==> src/rtl/glitch_sweep_sched.sv <==
// Sweeps glitch delay/length across console reset cycles and watches the debug code for success.
// Define GLITCH_SWEEP_REPORT_EN to add the REPORT state with a result_valid/result_ready handshake.
module glitch_sweep_sched #(
  parameter logic [15:0] RESET_CYCLES = 16'h0010,
  parameter logic [15:0] DELAY_MIN    = 16'h0001,
  parameter logic [15:0] DELAY_MAX    = 16'h0300,
  parameter logic [15:0] LEN_MIN      = 16'h0100,
  parameter logic [15:0] LEN_MAX      = 16'h0180,
  parameter logic [23:0] WIN_CYCLES   = 24'hF0000,
  parameter logic [7:0]  SUCCESS_A    = 8'h88,
  parameter logic [7:0]  SUCCESS_B    = 8'h25
) (
  input  logic        CLK,
  input  logic        RST_N,
  input  logic        start,
  input  logic        abort,
  input  logic [7:0]  dbg,
  output logic        reset_out_n,
  output logic        glitch_out,
  output logic        busy,
  output logic        found,
  output logic [15:0] cur_delay,
  output logic [15:0] cur_len,
  output logic [23:0] attempts,
  output logic        result_valid,
  output logic [7:0]  result_code,
  input  logic        result_ready
);

  typedef enum logic [2:0] {
    IDLE, RESET, DELAY, GLITCH, WATCH, REPORT, HOLD, DONE
  } state_t;

  state_t      state;
  logic [23:0] cnt;
  logic [24:0] cnt_nx;
  logic        dbg_hit;
  logic        watch_end;
  logic        sweep_end;
  logic        finish_go;
  logic        finish_hit;
  logic [15:0] next_delay;
  logic [15:0] next_len;

  assign cnt_nx    = {1'b0, cnt} + 25'd1;
  assign dbg_hit   = (dbg == SUCCESS_A) || (dbg == SUCCESS_B);
  assign watch_end = dbg_hit || (cnt_nx >= {1'b0, WIN_CYCLES});
  assign sweep_end = (cur_delay == DELAY_MAX) && (cur_len == LEN_MAX);

`ifdef GLITCH_SWEEP_REPORT_EN
  assign finish_go  = (state == REPORT) && result_valid && result_ready;
  assign finish_hit = (result_code == SUCCESS_A) || (result_code == SUCCESS_B);
`else
  logic unused_ready;
  assign unused_ready = result_ready;
  assign finish_go    = (state == WATCH) && watch_end;
  assign finish_hit   = dbg_hit;
`endif

  // Delay is the inner loop of the sweep; length only steps when delay wraps.
  always_comb begin
    next_delay = DELAY_MIN;
    next_len   = cur_len + 16'd1;
    if (cur_delay < DELAY_MAX) begin
      next_delay = cur_delay + 16'd1;
      next_len   = cur_len;
    end
  end

  always_ff @(posedge CLK) begin
    if (!RST_N) begin
      state        <= IDLE;
      cnt          <= '0;
      reset_out_n  <= 1'b1;
      glitch_out   <= 1'b0;
      busy         <= 1'b0;
      found        <= 1'b0;
      result_valid <= 1'b0;
      result_code  <= '0;
      attempts     <= '0;
      cur_delay    <= DELAY_MIN;
      cur_len      <= LEN_MIN;
    end else if (abort) begin
      state        <= IDLE;
      cnt          <= '0;
      reset_out_n  <= 1'b1;
      glitch_out   <= 1'b0;
      busy         <= 1'b0;
      result_valid <= 1'b0;
    end else begin
      case (state)
        IDLE, HOLD, DONE: begin
          if (start) begin
            state       <= RESET;
            cnt         <= '0;
            reset_out_n <= 1'b0;
            busy        <= 1'b1;
            found       <= 1'b0;
            attempts    <= '0;
            cur_delay   <= DELAY_MIN;
            cur_len     <= LEN_MIN;
          end
        end
        RESET: begin
          if (cnt_nx >= {9'd0, RESET_CYCLES}) begin
            cnt         <= '0;
            reset_out_n <= 1'b1;
            if (cur_delay == 16'd0) begin
              state      <= GLITCH;
              glitch_out <= 1'b1;
            end else begin
              state <= DELAY;
            end
          end else begin
            cnt <= cnt_nx[23:0];
          end
        end
        DELAY: begin
          if (cnt_nx >= {9'd0, cur_delay}) begin
            cnt        <= '0;
            state      <= GLITCH;
            glitch_out <= 1'b1;
          end else begin
            cnt <= cnt_nx[23:0];
          end
        end
        GLITCH: begin
          if (cnt_nx >= {9'd0, cur_len}) begin
            cnt        <= '0;
            state      <= WATCH;
            glitch_out <= 1'b0;
          end else begin
            cnt <= cnt_nx[23:0];
          end
        end
        WATCH: begin
          if (watch_end) begin
            cnt         <= '0;
            result_code <= dbg;
            if (attempts != 24'hFFFFFF) attempts <= attempts + 24'd1;
            if (dbg_hit) found <= 1'b1;
`ifdef GLITCH_SWEEP_REPORT_EN
            state        <= REPORT;
            result_valid <= 1'b1;
`endif
          end else begin
            cnt <= cnt_nx[23:0];
          end
        end
        default: state <= IDLE;
      endcase

      // Shared end-of-attempt decision: latch success, finish the sweep, or step parameters.
      if (finish_go) begin
        result_valid <= 1'b0;
        if (finish_hit) begin
          state <= HOLD;
          busy  <= 1'b0;
          found <= 1'b1;
        end else if (sweep_end) begin
          state <= DONE;
          busy  <= 1'b0;
        end else begin
          state       <= RESET;
          cnt         <= '0;
          reset_out_n <= 1'b0;
          cur_delay   <= next_delay;
          cur_len     <= next_len;
        end
      end
    end
  end

endmodule

==> config.mk <==
export PLATFORM = sky130hd
export DESIGN_NAME = glitch_sweep_sched
export DESIGN_NICKNAME = d
export VERILOG_FILES = /design/src/rtl/glitch_sweep_sched.sv
export SDC_FILE = /design/constraint.sdc
export NUM_CORES = 1
export LEC_CHECK = 0
export BUFFER_PORTS_ARGS = -buffer_cell sky130_fd_sc_hd__buf_2
export CAP_MARGIN = 10
export CORE_ASPECT_RATIO = 0.8
export CORE_MARGIN = 5
export CORE_UTILIZATION = 40
export CTS_CLUSTER_DIAMETER = 100
export DETAILED_ROUTE_END_ITERATION = 16
export GPL_ROUTABILITY_DRIVEN = 0
export PLACE_DENSITY = 0.6
export SYNTH_ARGS = -nofsm -noshare
export SYNTH_HDL_FRONTEND = slang
export SYNTH_SLANG_ARGS = --single-unit
export TNS_END_PERCENT = 5
==> constraint.sdc <==
create_clock -name CLK -period 5.5 [get_ports CLK]
set_input_delay 0.55 -clock CLK [delete_from_list [all_inputs] [get_ports CLK]]
set_output_delay 0.55 -clock CLK [all_outputs]
set_load 0.01 [all_outputs]
Word level (Yosys, flattened, before mapping)
Index checks and enable logic that the tools add are counted.
{"block": "totals", "in_bits": 13, "ff_bits": 95, "output_inout_bits": 69, "wordCells": 116}
{"block": "classes", "n_eq_ne": 24, "n_addsub": 4, "order_cmp": 5, "bitwise": 2, "n_reduce_logical": 15, "muxes": 56}
{"operator": "24-bit two-way mux", "count": 11}
{"operator": "16-bit two-way mux", "count": 12}
{"operator": "24-bit case mux with 5 select lines", "count": 1}
{"operator": "25-bit by 16-bit greater-or-equal comparator with 1-bit output", "count": 2}
{"operator": "24-bit case mux with 2 select lines", "count": 1}
{"operator": "16-bit by 1-bit adder with 16-bit output (second input constant)", "count": 2}
{"operator": "24-bit by 1-bit adder with 25-bit output (second input constant)", "count": 1}
{"operator": "25-bit by 20-bit greater-or-equal comparator with 1-bit output (second input constant)", "count": 1}
{"operator": "25-bit by 5-bit greater-or-equal comparator with 1-bit output (second input constant)", "count": 1}
{"operator": "24-bit by 1-bit adder with 24-bit output (second input constant)", "count": 1}
{"operator": "24-bit inequality test (second input constant)", "count": 1}
{"operator": "3-bit two-way mux", "count": 7}
{"operator": "1-bit two-way mux", "count": 20}
{"operator": "16-bit by 10-bit == test with 1-bit output (second input constant)", "count": 1}
{"operator": "16-bit by 9-bit == test with 1-bit output (second input constant)", "count": 1}
{"operator": "16-bit logical NOT", "count": 1}
{"operator": "16-bit by 10-bit < comparator with 1-bit output (second input constant)", "count": 1}
{"operator": "3-bit case mux with 5 select lines", "count": 1}
{"operator": "5-bit AND reduction", "count": 3}
{"operator": "2-bit inequality test (second input constant)", "count": 7}
{"operator": "3-bit inequality test (second input constant)", "count": 4}
{"operator": "3-bit == test (second input constant)", "count": 3}
{"operator": "8-bit by 6-bit == test with 1-bit output (second input constant)", "count": 1}
{"operator": "8-bit == test (second input constant)", "count": 1}
{"operator": "16 further kinds", "count": 21}

Longest topological paths before layout
{"block": "depth", "depth_word": 8, "mapped_depth": 17, "mapped_depth_nobuf": 16}

Worst setup path before layout
No wires, ideal clock.
{"block": "synth_timing", "kind": "reg-to-reg", "startpoint": "register cnt[0]", "endpoint": "register cnt[2]", "t_arrival_ps": 3831, "t_required_ps": 5369, "path_buffers": 1, "path_stages_with_launch": 17, "period_less_slack_ps": 3963, "setup_ps": 131, "path_slack_ps": 1537, "path_cell_list": "dfxtp_1 > ha_1 > nand2_2 > or4_4 > nor3_1 > xnor2_1 > inv_1 > ha_1 > nand3_1 > or4_4 > a2111oi_2 > o2111ai_1 > nand3_2 > a31oi_4 > o21ai_4 > buf_2 > o211ai_1"}
{"block": "synth_between", "elab_chain_cells": 8, "elab_cells_between_ends": 15, "cone_classes": "1 x add/sub; 4 x order compare; 8 x mux; 2 x reduce/logical"}
{"element": "start: declaration", "line_no": "35", "text": "logic [23:0] cnt;"}
{"element": "start signal: assignment", "line_no": "115", "text": "cnt <= cnt_nx[23:0];"}
{"element": "start signal: assignment", "line_no": "124", "text": "cnt <= cnt_nx[23:0];"}
{"element": "start signal: assignment", "line_no": "133", "text": "cnt <= cnt_nx[23:0];"}
{"element": "24-bit by 1-bit adder with 25-bit output (*)", "line_no": "45", "text": "assign cnt_nx = {1'b0, cnt} + 25'd1;"}
{"element": "25-bit by 20-bit greater-or-equal comparator with 1-bit output", "line_no": "47", "text": "assign watch_end = dbg_hit || (cnt_nx >= {1'b0, WIN_CYCLES});"}
{"element": "1-bit logical OR", "line_no": "47"}
{"element": "24-bit two-way mux", "line_no": "137", "text": "if (watch_end) begin"}
{"element": "24-bit case mux with 5 select lines", "line_no": "91", "text": "case (state)"}
{"element": "24-bit two-way mux", "line_no": "160", "text": "end else if (sweep_end) begin"}
{"element": "24-bit two-way mux", "line_no": "156", "text": "if (finish_hit) begin"}
{"element": "24-bit two-way mux (*)", "line_no": "154", "text": "if (finish_go) begin"}
Mark *: on every way between the ends. The rest lies on a longest branch, timed or not.
A chain may end at the register's enable or synchronous reset.

Worst setup path in the final report
{"block": "layout_timing", "startpoint": "register cnt[0]", "endpoint": "register cnt[4]"}
Same word-level chain as after synthesis.

==> summary.txt <==
Synthesized netlist net count - 817
Layout cells sized above 1 - 0.146
Final min period - 4.75 ns
DRC viols - 0
Fin nets - 877
Final instance area - 6890 um^2
Total power - 1450 uW
Worst hold margin - 0.447 ns
Worst R2R End - cnt[4]
Hold path startpoint - glitch_out
Synth Instances - 768
Post-Syn Area per Cell - 7.88 um^2
Ys Warns - 0
Total wire length - 16900 um
Placed standard-cell area - 6570 um^2
Kind of critical path - reg2reg
CTS tree - done
Placed Cells - 1006
Hold path endpoint - glitch_out
TritonCTS buffer count - 9
Vias per inst - 5.58
Post-DRT Antenna Nets - 0
Max IR drop VDD - 0.000180 V
Row count - 40
Resize count post-CTS - 0
Area contributors post-synth - dfxtp_1, ha_1, xnor2_1
Synth unique cells - 72
Clock sinks - 95
Area leader, netlist - dfxtp_1
EDFF count, synth - 0
Mapped Area - 6050 um^2
Initial DRC Count - 461
CP max FO - 16
Pre-antenna DRT Iters - 5
Chip width - 147 um
IO Port Bufs - 79
Worst EP arrival - 4.99 ns
Status - finished, final reports clean
Setup crit end kind - flip-flop
Post-CTS Hold Buffers - 0
Vias - 5704
Asr flop ratio synth - 0
Final setup violation count - 0
CP startpoint kind - flip-flop
Setup Buffers After CTS - 0
Longest Clk Path Bufs - 2
Unrepaired setup endpoints after global routing - no
Initial antenna violation count - 0
DP Wirelength - 12500 um
Setup TNS - 0 ns
Clk_skew - 0.00508 ns
FF-to-FF path depth - 15
Die Area - 17700 um^2
#FFs+latches synth - 95
Top_reg_cell synth - dfxtp_1
Clk slew on worst S/H paths - 0.07 ns
Root Buffer - clkbuf_16
Reg-to-reg slack, setup - 0.75 ns
Leakage power - 0.00273 uW
Worst reg2reg startpoint - cnt[0]
Clock latency on the worst-skew pair - 0.36 ns
Register area share after synthesis - 0.314
Area delta synth->final - 13.9%
Die H - 120 um
Relative slew slack - 0.406
First-pass GRT wire length - 27600 um
Yosys top cell area share - 0.314
Starting Density - 0.406
Core Footprint - 14900 um^2
PwrDens - 210 nW/um^2
Worst-margin pin slew - 0.890 ns
Grt total ovfl - 0
Cell Count, Final, Fillers Out - 1022
Max_cap viols - 0
Drt wl/cell - 16.5 um
Type of the most critical hold path - reg2reg
F_max - 210 MHz
Vias in the first global route - 5153
Gr usage total - 0.193
Worst EP required - 5.73 ns
Diodes inserted - 0
Hold depth - 2
Tcrit/Tclk final - 0.865
I/O pins - 82
Final hold vios - 0
H-tree Lvls - 3
Largest net degree at the start of global routing - 26
Filler Cells Inserted - 1521
Final Max Tran Viols - 0
## report_power, final
part,internal [uW],leakage [uW],switching (uW)
sequential,689,0.000765,3.16
clock,399,0.000156,289
combinational,19.0,0.00181,49.1
## area by class of cell
type / count / area, um^2 / area share
Timing Repair Buffer: 83 / 425 / 0.0618
Tap cell: 189 / 236 / 0.0343
Clock inverter: 7 / 95.1 / 0.0138
Multi-Input combinational cell: 578 / 3780 / 0.548
Inverter: 61 / 229 / 0.0332
Sequential cell: 95 / 1900 / 0.276
Clock buffer: 9 / 225 / 0.0327
## state kept, by name, indices dropped and copies added, names as in the netlist
signal / count
cur_delay: 16
state: 3
cur_len: 16
busy: 1
found: 1
attempts: 24
cnt: 24
result_code: 8
reset_out_n: 1
glitch_out: 1
## cells in the final DEF (no fill, tap or decap), types with 3 or more instances in the layout
| cell type | count |
|---|---|
| dfxtp_1 | 95 |
| buf_2 | 79 |
| nand2_1 | 72 |
| nor2_1 | 64 |
| inv_1 | 60 |
| nand3_1 | 43 |
| nor3_1 | 41 |
| xnor2_1 | 36 |
| ha_1 | 36 |
| o21ai_1 | 26 |
| and3_1 | 20 |
| nand4_1 | 19 |
| a21oi_1 | 19 |
| o211ai_1 | 18 |
| nor4_1 | 16 |
| o21ai_0 | 16 |
| mux2i_1 | 9 |
| clkbuf_16 | 9 |
| nand2b_1 | 8 |
| xor2_1 | 8 |
| o41ai_1 | 8 |
| a21o_1 | 7 |
| and4_1 | 6 |
| or3_1 | 6 |
| and2_1 | 6 |
| a31oi_1 | 6 |
| a211oi_1 | 5 |
| o2111ai_1 | 5 |
| a31o_1 | 5 |
| a22o_1 | 4 |
| o31ai_1 | 4 |
| buf_4 | 4 |
| or4_1 | 3 |
| o32ai_1 | 3 |
| o22ai_1 | 3 |
| nor3b_1 | 3 |
| a32oi_1 | 3 |
## cells by family (layout without fill, tap and decap cells)
kind of cell,count (synthesis),after routing,synth area share
xor+xnor,44,44,0.0637
simple gates,326,326,0.275
fa+ha+maj,36,36,0.0745
flops,95,95,0.314
buf+inv,95,160,0.0637
other cells,1,1,0.000620
mux,10,10,0.0168
compound gates,161,161,0.191
## synthesized netlist by cell type, types with 3 or more instances
cell	count
or3_1	6
a211oi_1	5
o21ai_1	26
o21ai_0	16
nand2_1	72
buf_2	11
and3_1	20
xor2_1	8
o211ai_1	18
and4_1	6
mux2i_1	9
xnor2_1	36
a21o_1	7
a22o_1	4
o32ai_1	3
o31ai_1	4
nand4_1	19
o2111ai_1	5
and2_1	6
o41ai_1	8
nor3b_1	3
nor4_1	17
dfxtp_1	95
nand2b_1	8
a31o_1	5
ha_1	36
nand3_1	43
nor2_1	65
a31oi_1	6
buf_4	4
nor3_1	42
inv_1	60
o22ai_1	3
or4_1	3
a21oi_1	19
a32oi_1	3
clkbuf_1	18
## worst max-delay path by stage
stage	cells after the start	startpoint	to
floorplan	16	cnt[0]	cnt[2]
global placement	15	cnt[0]	cnt[12]
detailed placement	15	cnt[0]	cnt[9]
global route	15	cnt[0]	cnt[4]
finish	15	cnt[0]	cnt[4]
CTS	15	cnt[0]	cnt[4]
## layer usage
| metal | GRT usage | vias to the layer above | share of wire |
|---|---|---|---|
| li1 | - | 2906 | - |
| met1 | 0.294 | 2650 | 0.52 |
| met2 | 0.271 | 135 | 0.41 |
| met3 | 0.0461 | 13 | 0.057 |
| met4 | 0.0448 | 0 | 0.0094 |
| met5 | 0 | - | 0 |
## stage by stage
step	worst slack, ns	utilization
2_1_floorplan	1.54	-
3_3_place_gp	0.827	0.440
3_5_place_dp	0.785	0.440
4_1_cts	0.766	0.462
5_1_grt	0.406	0.462
6_report	0.745	0.462
## critical path: stages (launching register included)
cell and delay, ns:
dfxtp_1 0.47, ha_1 0.32, nand2_2 0.15, or4_4 0.66
nor3_1 0.26, xnor2_1 0.21, inv_1 0.12, ha_1 0.31
nand3_1 0.10, or4_4 0.47, a2111oi_2 0.37, o2111ai_1 0.17
nand3_2 0.14, a31oi_4 0.24, o21ai_4 0.49, o211ai_1 0.13
Power figures use the tool's default switching activity.
